[src/rtl/bcd_serial_add_seq_pkg.sv]
// Shared definitions for the serial BCD adder sequencer.
//   DIGIT_W   bits per BCD digit
//   BCD_MAX   largest legal digit value
//   S_*       sequencer state encodings
//   digit_bad flags a nibble that is not a legal BCD digit
package bcd_serial_add_seq_pkg;

  localparam int                 DIGIT_W = 4;
  localparam logic [DIGIT_W-1:0] BCD_MAX = 4'd9;

  localparam logic [1:0] S_IDLE = 2'd0;
  localparam logic [1:0] S_RUN  = 2'd1;
  localparam logic [1:0] S_DONE = 2'd2;

  function automatic logic digit_bad(input logic [DIGIT_W-1:0] d);
    return d > BCD_MAX;
  endfunction

endpackage

[src/rtl/bcd_adder.sv]
// Single-digit combinational BCD adder.
//   cin   carry in
//   a, b  BCD digits (0..9)
//   bcd0  units digit of a+b+cin
//   bcd1  tens digit of a+b+cin (always 0 or 1)
module bcd_adder
  import bcd_serial_add_seq_pkg::*;
(
  input  logic               cin,
  input  logic [DIGIT_W-1:0] a,
  input  logic [DIGIT_W-1:0] b,
  output logic [DIGIT_W-1:0] bcd0,
  output logic [DIGIT_W-1:0] bcd1
);

  logic [DIGIT_W:0] bin;

  assign bin = {1'b0, a} + {1'b0, b} + {{DIGIT_W{1'b0}}, cin};

  // For binary sums 10..19, adding 6 and dropping bit 4 yields sum-10.
  always_comb begin
    bcd0 = bin[DIGIT_W-1:0];
    bcd1 = '0;
    if (bin > {1'b0, BCD_MAX}) begin
      bcd0 = bin[DIGIT_W-1:0] + 4'd6;
      bcd1 = 4'd1;
    end
  end

endmodule

[src/rtl/bcd_serial_add_seq.sv]
// Multi-digit BCD add sequencer sharing one bcd_adder, one digit per clock,
// least significant digit first.
//   clk, rst  clock, synchronous active-high reset
//   start     request, sampled only while ready
//   a, b, cin packed BCD operands (digit 0 in [3:0]) and carry in
//   ready     idle, can accept start
//   busy      digit steps in progress
//   done      one-cycle result-valid pulse
//   sum, cout packed BCD result and carry out, held until next accepted start
//   err       some operand digit was >9 (sum/cout then forced to 0)
module bcd_serial_add_seq
  import bcd_serial_add_seq_pkg::*;
#(
  parameter int NDIG = 4
) (
  input  logic                  clk,
  input  logic                  rst,
  input  logic                  start,
  input  logic [DIGIT_W*NDIG-1:0] a,
  input  logic [DIGIT_W*NDIG-1:0] b,
  input  logic                  cin,
  output logic                  ready,
  output logic                  busy,
  output logic                  done,
  output logic [DIGIT_W*NDIG-1:0] sum,
  output logic                  cout,
  output logic                  err
);

  localparam int W     = DIGIT_W * NDIG;
  localparam int IDX_W = $clog2(NDIG) + 1;

  logic [1:0]         state;
  logic [IDX_W-1:0]   idx;
  logic               carry;
  logic [W-1:0]       sa, sb;
  logic [2*W-1:0]     ops;
  logic [2*NDIG-1:0]  dig_bad;
  logic [DIGIT_W-1:0] add_lo, add_hi;

  // Operand check looks at the live inputs: it only matters on the accepting edge.
  assign ops = {b, a};
  for (genvar g = 0; g < 2*NDIG; g++) begin : g_chk
    assign dig_bad[g] = digit_bad(ops[g*DIGIT_W +: DIGIT_W]);
  end

  // Shift registers present the current digit pair at their bottom nibble.
  bcd_adder u_add (
    .cin  (carry),
    .a    (sa[DIGIT_W-1:0]),
    .b    (sb[DIGIT_W-1:0]),
    .bcd0 (add_lo),
    .bcd1 (add_hi)
  );

  assign ready = (state == S_IDLE);
  assign busy  = (state == S_RUN);
  assign done  = (state == S_DONE);

  always_ff @(posedge clk) begin
    if (rst) begin
      state <= S_IDLE;
      idx   <= '0;
      carry <= 1'b0;
      sa    <= '0;
      sb    <= '0;
      sum   <= '0;
      cout  <= 1'b0;
      err   <= 1'b0;
    end else begin
      case (state)
        S_IDLE: begin
          if (start) begin
            sa    <= a;
            sb    <= b;
            carry <= cin;
            idx   <= '0;
            sum   <= '0;
            cout  <= 1'b0;
            if (|dig_bad) begin
              err   <= 1'b1;
              state <= S_DONE;
            end else begin
              err   <= 1'b0;
              state <= S_RUN;
            end
          end
        end
        S_RUN: begin
          sa    <= sa >> DIGIT_W;
          sb    <= sb >> DIGIT_W;
          carry <= (add_hi != '0);
          for (int d = 0; d < NDIG; d++) begin
            if (idx == IDX_W'(d)) sum[d*DIGIT_W +: DIGIT_W] <= add_lo;
          end
          if (idx == IDX_W'(NDIG-1)) begin
            cout  <= (add_hi != '0);
            idx   <= '0;
            state <= S_DONE;
          end else begin
            idx <= idx + IDX_W'(1);
          end
        end
        S_DONE:  state <= S_IDLE;
        default: state <= S_IDLE;
      endcase
    end
  end

endmodule

[config.mk]
export PLATFORM = sky130hd
export DESIGN_NAME = bcd_serial_add_seq
export DESIGN_NICKNAME = d
export VERILOG_FILES = /design/src/rtl/bcd_serial_add_seq_pkg.sv /design/src/rtl/bcd_adder.sv /design/src/rtl/bcd_serial_add_seq.sv
export SDC_FILE = /design/constraint.sdc
export NUM_CORES = 1
export LEC_CHECK = 0
export CORE_ASPECT_RATIO = 0.8
export CORE_MARGIN = 8
export CORE_UTILIZATION = 35
export CTS_CLUSTER_DIAMETER = 150
export DETAILED_ROUTE_END_ITERATION = 8
export GPL_TIMING_DRIVEN = 0
export PLACE_DENSITY_LB_ADDON = 0.12
export SKIP_CTS_REPAIR_TIMING = 1
export SLEW_MARGIN = 20
export SYNTH_ARGS = -nofsm -noshare
export SYNTH_HDL_FRONTEND = slang
export SYNTH_SLANG_ARGS = --single-unit
[constraint.sdc]
create_clock -name clk -period 7.55 [get_ports clk]
set_clock_uncertainty 0.1 [all_clocks]
set_input_delay 1.51 -clock clk [delete_from_list [all_inputs] [get_ports clk]]
set_output_delay 1.51 -clock clk [all_outputs]
set_load 0.005 [all_outputs]
==> summary.txt, run 1 <==
STA
  • Setup TNS: 0 ns
  • Max-slew violations: 0
  • Time the worst path needs with I/O delays and setup: 3.31 ns
  • Least-Margin Pin Slew: 0.678 ns
  • Final period utilization: 43.8%
  • Unrepaired setup endpoints after global routing: false
  • Hold Violations, Final: 0
  • Final setup vio count: 0
  • Max Clk Rate: 303 MHz
  • Slew margin rel.: 54.8%

GRT
  • First-pass GRT wire length: 11,900 um
  • Total gr overflow: 0
  • Pin count of the biggest net entering global routing: 16
  • Vias in the first global route: 2,294
  • GR Util All Layers: 14.0%
  • Initial antenna violation count: 0

Power and ir drop
  • P_int: 443 uW
  • Combinational power share: 18.8%
  • Sw Ratio: 27.1%
  • Clk network pwr share: 28.6%
  • Part of the power in registers: 52.6%
  • Switch Pwr: 165 uW
  • PwrDens: 177 nW/um^2
  • Leak: 1.33 nW
  • VDD IR max: 0.0745 mV

Yosys
  • Flops & latches, synth: 56
  • Most frequent cell after synthesis: dfxtp_1
  • Syn_nets: 342
  • Synth cell count leaders: 56 x dfxtp_1, 53 x nor2_1, 30 x a211oi_1, 30 x mux2i_1, 17 x a21oi_1
  • Register area share after synthesis: 42.2%
  • Synth top area share: 42.2%
  • Async SR Flop Fraction: 0%
  • Unique cell type count in the Yosys netlist: 32
  • Leading area contributor after synthesis: dfxtp_1
  • Ys flop type: dfxtp_1
  • Synth area leaders: dfxtp_1 42%, mux2i_1 11%, a211oi_1 8.5%
  • Post-Syn Area per Cell: 8.97 um^2
  • Post-Syn Instances: 296
  • Post-synth EDFFs: 0
  • Cell area after synthesis: 2650 um^2
  • Synth warn: 0

CTS
  • CTS Buffer Depth: 2
  • CTS Sinks: 56
  • Clock H-tree levels: 2
  • CTS tree: yes
  • Clk_lat worst skew: 0.31 ns
  • TritonCTS buffer count: 5
  • Root Driver: clkbuf_8
  • Worst-path clk slew: 0.09 ns

Setup path
  • CP startpoint kind: flop
  • Worst path max stage delay: 0.51 ns
  • CP max stage cell: clkdlybuf4s50_1
  • Crit-path leading delay family: buffers and inverters
  • Critical path peak fanout: 10
  • Crit Path Class: flop to output pin
  • Critical Path AT: 1.70 ns
  • Crit path buf inv count: 2
  • Critical Path Sink Type: output pin
  • CP Cell Sequence: clkbuf_1 > nor2b_1 > clkdlybuf4s50_1
  • Required time of the critical path: 5.94 ns

Routing
  • Via Count: 2,294
  • Residual DRC count: 0
  • Final ANT Viol Nets: 0
  • Avg WL per Cell: 15.6 um
  • M1 wire length: 3780 um
  • Highest routed layer: met4
  • DR WL met2: 3040 um
  • Met3 Wirelength: 357 um
  • Via/cell ratio: 4.93
  • Routed WL: 7240 um
  • Initial DRT Pass Iterations: 4
  • Starting DRT DRC Count: 89

Placed design
  • PortBufs: 56
  • RD Place Congestion: 0.754
  • HPWL Detailed: 5500 um
  • Placed instance count: 457

Floorplan
  • Die area: 10,600 um^2
  • Die Width: 113 um
  • Io pins: 57
  • Die height: 93.9 um
  • # rows: 28
  • Core Footprint: 7390 um^2
  • Initial Utilization: 35.9%

Min path
  • Tightest Hold Check Type: flop to flop

Finish
  • Nets: 405
  • Cell Count, Final, Fillers Out: 465
  • Antenna cells: 0
  • P&R area growth vs syn: 29.5%
  • Layout cells sized above 1: 3.61%

Outcome
  • Status: finished, final reports clean

Flow run
  • Max-cap violation count: 0
## cell usage in the layout (no fill, tap or decap), types with 2 or more instances in the layout
cell / n
buf_1: 2
a22oi_1: 6
and3_4: 2
clkbuf_1: 16
nand3_1: 2
xnor2_1: 2
nand2b_1: 8
fa_1: 2
dfxtp_1: 56
ha_1: 8
nand2_1: 14
nand3b_1: 3
nor2b_1: 6
clkbuf_8: 6
buf_2: 3
clkdlybuf4s50_1: 56
mux2i_1: 30
nor2_1: 53
o32ai_1: 6
a21oi_1: 17
o21ai_1: 3
o21ai_0: 7
a21o_1: 3
inv_1: 10
a211oi_1: 30
## layer usage
metal	vias to the layer above	global-route usage, %
met1	1075	19.6
met5	-	0
met4	0	3.98
met3	5	3.34
met2	43	20.9
li1	1171	-
## logic make-up after synthesis
family | after synthesis | share of synthesized area [%]
AOI/OAI and AO/OA | 74 | 19.8
xor gates and xnor gates | 2 | 0.660
adders and majority gates | 10 | 5.28
buffers and inverters | 29 | 4.24
DFF | 56 | 42.2
muxes | 30 | 11.3
and+or+nand+nor | 95 | 16.5
## worst paths after layout
path                         start                   end  slack [ns]  cells after the start
max          state[1]$_SDFFE_PP0P_                  done        4.24                      3
min reg2reg   sum[12]$_SDFFE_PP0P_  sum[12]$_SDFFE_PP0P_        0.37                      2
min           sum[12]$_SDFFE_PP0P_  sum[12]$_SDFFE_PP0P_        0.37                      2
max reg2reg     carry$_SDFFE_PP0P_   sum[2]$_SDFFE_PP0P_        4.50                      8
## through the flow
stage	area (um^2)	setup WS [ns]	total power [mW]	util, %	hold slack (ns)
finish	3440	4.24	0.607	46.5	0.371
global route	3440	4.04	0.636	46.5	0.405
CTS	3440	4.20	0.612	46.5	0.374
detailed placement	3350	4.09	0.440	45.3	0.360
global placement	3350	4.07	0.440	45.3	0.358
floorplan	2650	4.81	0.394	-	0.348
## worst reg2reg max path, stage by stage (launching register included)
cell	delay, ns
dfxtp_1	0.34
fa_1	0.48
fa_1	0.42
xnor2_1	0.20
ha_1	0.25
nor2b_1	0.16
o41ai_4	0.43
mux2i_1	0.39
a211oi_1	0.13
## power by group through the flow
stage	sequential, mW	combinational [mW]	clock [mW]
final	0.319	0.114	0.174
after global routing	0.321	0.126	0.189
after CTS	0.319	0.115	0.178
after detailed placement	0.326	0.114	0
after global placement	0.326	0.114	0
after floorplan	0.323	0.0703	0
## flip-flops by register name, indices dropped and copies added (netlist names)
name	count
sa	16
sb	16
sum	16
idx	3
state	2
carry	1
cout	1
err	1
## area by class of cell
class / instances / area, um^2
fillers: 743 / 3960
multi-input cells: 211 / 1420
flip-flops and latches: 56 / 1120
repair buffers: 56 / 561
well taps: 105 / 131
clock buffers: 8 / 90.1
plain buffers: 19 / 75.1
inverters: 10 / 37.5
Note: power is estimated with default switching activity, not from simulation.
==> run 2: changes to the inputs <==
- clock period: 7.55 -> 3.2 ns (I/O delays scaled with it)
==> run 2 against run 1 <==
Sequential power increased by 140%. Cell area increased by 0.11%. Utilization increased by 0.051 points. Combinational power increased by 140%. Via count decreased by 0.31%. Register-to-register slack got worse by 4.3 ns. Critical path depth increased by 5. Worst setup slack got worse by 4.0 ns. Cell count unchanged. Clock-buffer cell count unchanged. Routed wire length increased by 0.26%. Highest routed layer unchanged.
==> summary.txt, run 2 (synthesis results as in run 1) <==
Outcome
  • Status: finished, final reports clean

Floorplan
  • Die Width: 113 um
  • # rows: 28
  • Die area: 10,600 um^2
  • Io pins: 57
  • Initial Utilization: 35.9%
  • Die height: 93.9 um
  • Core Footprint: 7390 um^2

Finish
  • Antenna cells: 0
  • Finished Cell Area: 3440 um^2
  • Commonest non-fill, non-tap cells in the layout: 56 x dfxtp_1, 56 x clkdlybuf4s50_1, 53 x nor2_1, 30 x a211oi_1, 29 x mux2i_1
  • Final core occ: 46.5%
  • Nets: 405
  • Layout cells sized above 1: 3.89%
  • Top flop regs: sa (16), sb (16), sum (16)
  • P&R area growth vs syn: 29.6%

Power and ir drop
  • Leak: 1.33 nW
  • Tot Pwr: 1.43 mW
  • PwrDens: 417 nW/um^2
  • VDD IR max: 0.176 mV

GRT
  • Total gr overflow: 0
  • Vias in the first global route: 2,294
  • GR Util All Layers: 14.0%
  • Pin count of the biggest net entering global routing: 16
  • Initial antenna violation count: 0
  • First-pass GRT wire length: 11,900 um

Routing
  • Starting DRT DRC Count: 87
  • Initial DRT Pass Iterations: 4
  • Via Count: 2,287
  • Residual DRC count: 0
  • Via/cell ratio: 4.92
  • Avg WL per Cell: 15.6 um
  • Final ANT Viol Nets: 0
  • Routed WL: 7260 um

CTS
  • Worst-path clk slew: 0.10 ns
  • CTS Buffer Depth: 2
  • Clk_lat worst skew: 0.31 ns
  • TritonCTS buffer count: 5
  • Clock H-tree levels: 2
  • CTS tree: yes
  • Root Driver: clkbuf_8
  • CTS Sinks: 56

Setup path
  • Critical path peak fanout: 4
  • Required time of the critical path: 3.31 ns
  • CP startpoint kind: flop
  • Critical Path Sink Type: flop
  • Critical Path AT: 3.08 ns
  • Crit Path Class: flop to flop

Placed design
  • HPWL Detailed: 5500 um
  • RD Place Congestion: 0.754
  • PortBufs: 56
  • DP Area: 3350 um^2

STA
  • Max-slew violations: 0
  • Least-Margin Pin Slew: 0.671 ns
  • Hold Violations, Final: 0
  • Max Clk Rate: 337 MHz
  • Unrepaired setup endpoints after global routing: false
  • Time the worst path needs with I/O delays and setup: 2.97 ns
  • Hold WS: 0.371 ns
  • Final period utilization: 92.8%
  • Setup TNS: 0 ns
  • Final setup vio count: 0
  • Slew margin rel.: 55.3%

Flow run
  • Max-cap violation count: 0

Min path
  • Tightest Hold Check Type: flop to flop
==> run 2: routing by layer <==
layer | vias up | routed length [um] | GRT usage (%) | share of wire, %
met3 | 5 | 364 | 3.34 | 5.0
li1 | 1169 | - | - | -
met5 | - | 0 | 0 | 0
met4 | 0 | 57 | 3.98 | 0.79
met1 | 1072 | 3780 | 19.6 | 52
met2 | 41 | 3050 | 20.9 | 42
==> run 2: layout make-up <==
cell class	instances	area [um^2]
fill	741	3950
multi-input combinational	211	1420
inverter	10	37.5
buffer	19	75.1
clock buffer	8	90.1
tap	105	131
sequential	56	1120
timing repair buffer	56	561
==> run 2: through the flow <==
stage          std cells  setup WS [ns]
3_3_place_gp         457          0.173
2_1_floorplan        296          0.460
4_1_cts              465          0.152
3_5_place_dp         457          0.200
6_report             465          0.231
5_1_grt              465        0.00571
==> run 2: report_power, final <==
| part | switching, mW | internal, mW | total, mW | leakage [nW] |
|---|---|---|---|---|
| Combinational | 0.134 | 0.136 | 0.270 | 0.828 |
| Sequential | 0.0221 | 0.732 | 0.754 | 0.458 |
| Clock | 0.233 | 0.178 | 0.410 | 0.0455 |
==> run 2: worst paths after layout <==
kind / cells past startpoint / from / end / slack (ns)
setup reg to reg: 8 / carry$_SDFFE_PP0P_ / sum[1]$_SDFFE_PP0P_ / 0.23
hold / removal: 2 / sum[12]$_SDFFE_PP0P_ / sum[12]$_SDFFE_PP0P_ / 0.37
setup / recovery: 8 / carry$_SDFFE_PP0P_ / sum[1]$_SDFFE_PP0P_ / 0.23
hold reg to reg: 2 / sum[12]$_SDFFE_PP0P_ / sum[12]$_SDFFE_PP0P_ / 0.37
==> run 2: worst max-delay path, stage by stage, from the launching register on <==
cell     delay [ns]
dfxtp_1        0.34
fa_1           0.48
fa_1           0.42
xnor2_1        0.20
ha_1           0.25
nor2b_1        0.16
o41ai_4        0.38
xnor2_1        0.23
o32ai_1        0.32
==> run 3: changes to the inputs <==
- CAP_MARGIN: unset -> 20
- CORE_UTILIZATION: 35 -> 46
- clock period: 3.2 -> 2.6 ns (I/O delays scaled with it)
==> run 3 against run 2 <==
The run now ends with setup timing left. Register-to-register slack lost 0.48 ns. Utilization grew 18 points. Worst hold slack got worse by 0.0077 ns. Clock-buffer cell count decreased by 2. Via count is 3.3% higher. Cell count down 4.5%. Worst setup slack worse by 0.48 ns. Fmax is 4.3% higher. Die area decreased by 20%. Flip-flop and latch count unchanged. Total power increased by 26%. Largest power group unchanged.
==> summary.txt, run 3 (synthesis results as in run 1) <==
Setup path
  • CP startpoint kind: flop
  • Worst path max stage delay: 0.61 ns
  • Setup slack, reg-to-reg: -0.25 ns
  • Required time of the critical path: 2.68 ns
  • R2R cell count: 9
  • CP Cell Sequence: fa_2 > fa_2 > inv_2 > ha_4 > nor2b_4 > o41ai_4 > buf_4 > mux2i_4 > a211oi_2
  • Critical path peak fanout: 4
  • CP dominant cell by count: fa_2
  • CP max stage cell: fa_2
  • Critical Path Sink Type: flop
  • Critical Path AT: 2.93 ns
  • Crit Path Class: flop to flop
  • Crit path buf inv count: 2
  • Reg-to-reg startpoint: sb[0]$_SDFFE_PP0P_
  • Crit-path leading delay family: adder cells
  • RR Endpoint: sum[10]$_SDFFE_PP0P_

Min path
  • Hold path cells: 2
  • Hold Crit Start: sum[12]$_SDFFE_PP0P_
  • Tightest Hold Check Type: flop to flop
  • Hold Path End: sum[12]$_SDFFE_PP0P_

Placed design
  • HPWL Detailed: 5310 um
  • Dpl ws: -0.241 ns
  • RD Place Congestion: 0.791
  • PortBufs: 56
  • DP Area: 3320 um^2
  • Placed instance count: 430

CTS
  • CTS tree: yes
  • CTS Sinks: 56
  • Worst-path clk slew: 0.10 ns
  • Clock H-tree levels: 2
  • Root Driver: clkbuf_8
  • CTS Buffer Depth: 2
  • TritonCTS buffer count: 5
  • Clk_lat worst skew: 0.31 ns

STA
  • Final setup vio count: 10
  • Unrepaired setup endpoints after global routing: true
  • Time the worst path needs with I/O delays and setup: 2.85 ns
  • Final period utilization: 109%
  • Slew margin rel.: 49.9%
  • Hold Violations, Final: 0
  • Least-Margin Pin Slew: 0.752 ns
  • Max-slew violations: 0
  • Hold WS: 0.363 ns
  • Max Clk Rate: 351 MHz
  • Final WS setup: -0.246 ns

Finish
  • Fillers: 487
  • Top flop regs: sa (16), sb (16), sum (16)
  • Commonest non-fill, non-tap cells in the layout: 56 x clkdlybuf4s50_1, 54 x dfxtp_1, 53 x nor2_1, 28 x mux2i_1, 26 x a211oi_1
  • Most common cell after layout, fill and taps aside: clkdlybuf4s50_1
  • Nets: 412
  • Cell Count, Final, Fillers Out: 444
  • Antenna cells: 0
  • Finished Cell Area: 3560 um^2
  • Layout cells sized above 1: 10.1%
  • P&R area growth vs syn: 34.1%

Routing
  • Final ANT Viol Nets: 0
  • Via Count: 2,362
  • Initial DRT Pass Iterations: 4
  • Starting DRT DRC Count: 128
  • Avg WL per Cell: 16.3 um
  • Via/cell ratio: 5.32
  • Residual DRC count: 0
  • Routed WL: 7220 um

Outcome
  • Status: complete, but fails checks
  • Failing checks: setup timing

Power and ir drop
  • PwrDens: 509 nW/um^2
  • Leak: 1.38 nW
  • VDD IR max: 0.185 mV
  • Tot Pwr: 1.81 mW

GRT
  • Initial antenna violation count: 0
  • Pin count of the biggest net entering global routing: 16
  • First-pass GRT wire length: 11,400 um
  • Vias in the first global route: 2,275
  • GR Util All Layers: 17.1%
  • Total gr overflow: 0

Floorplan
  • Io pins: 57
  • # rows: 24
  • Die height: 83.9 um
  • Core Footprint: 5530 um^2
  • Die area: 8470 um^2
  • Die Width: 101 um
  • Initial Utilization: 48.0%

Flow run
  • Max-cap violation count: 0
[run 3: stage by stage]
stage	util, %	setup TNS, ns
floorplan	-	-0.0192
global placement	60.0	-1.46
detailed placement	60.0	-1.56
CTS	61.4	-1.91
global route	64.4	-2.48
finish	64.4	-1.71
[run 3: worst max-delay path by stage]
stage                       start              endpoint  cells after the start
4_1_cts        carry$_SDFFE_PP0P_   sum[2]$_SDFFE_PP0P_                      8
6_report       sb[0]$_SDFFE_PP0P_  sum[10]$_SDFFE_PP0P_                      9
2_1_floorplan  carry$_SDFFE_PP0P_  sum[10]$_SDFFE_PP0P_                      8
3_5_place_dp   carry$_SDFFE_PP0P_   sum[2]$_SDFFE_PP0P_                      8
3_3_place_gp   carry$_SDFFE_PP0P_   sum[2]$_SDFFE_PP0P_                      8
5_1_grt        sb[0]$_SDFFE_PP0P_  sum[10]$_SDFFE_PP0P_                      9
[run 3: final cells by class]
type	instances	area, um^2	share of cell area [%]
clock inverter	1	5.00	0.141
multi-input combinational	211	1530	43.1
tap	78	97.6	2.74
buffer	19	75.1	2.11
clock buffer	6	72.6	2.04
sequential	56	1120	31.6
timing repair buffer	63	613	17.2
inverter	10	37.5	1.05
[run 3: power breakdown]
part | internal [mW] | total [mW] | switching, mW | leakage, nW
Combinational | 0.224 | 0.422 | 0.198 | 0.877
Clock | 0.184 | 0.461 | 0.277 | 0.0410
Sequential | 0.901 | 0.928 | 0.0270 | 0.459
[run 3: routing by layer]
layer  track usage, %  share of wire (%)  wire length, um
met1             23.2                 48             3490
met2             25.5                 45             3230
met3             3.83                5.5              398
met4             6.07                1.3               93
met5                0                  0                0
[run 3: worst min-delay path, delay by kind of cell (launching register included)]
| kind | cells | cell delay (ns) |
|---|---|---|
| AND/OR/NAND/NOR | 1 | 0.05 |
| AO/OA/AOI/OAI | 1 | 0.05 |
| flip-flops | 1 | 0.32 |
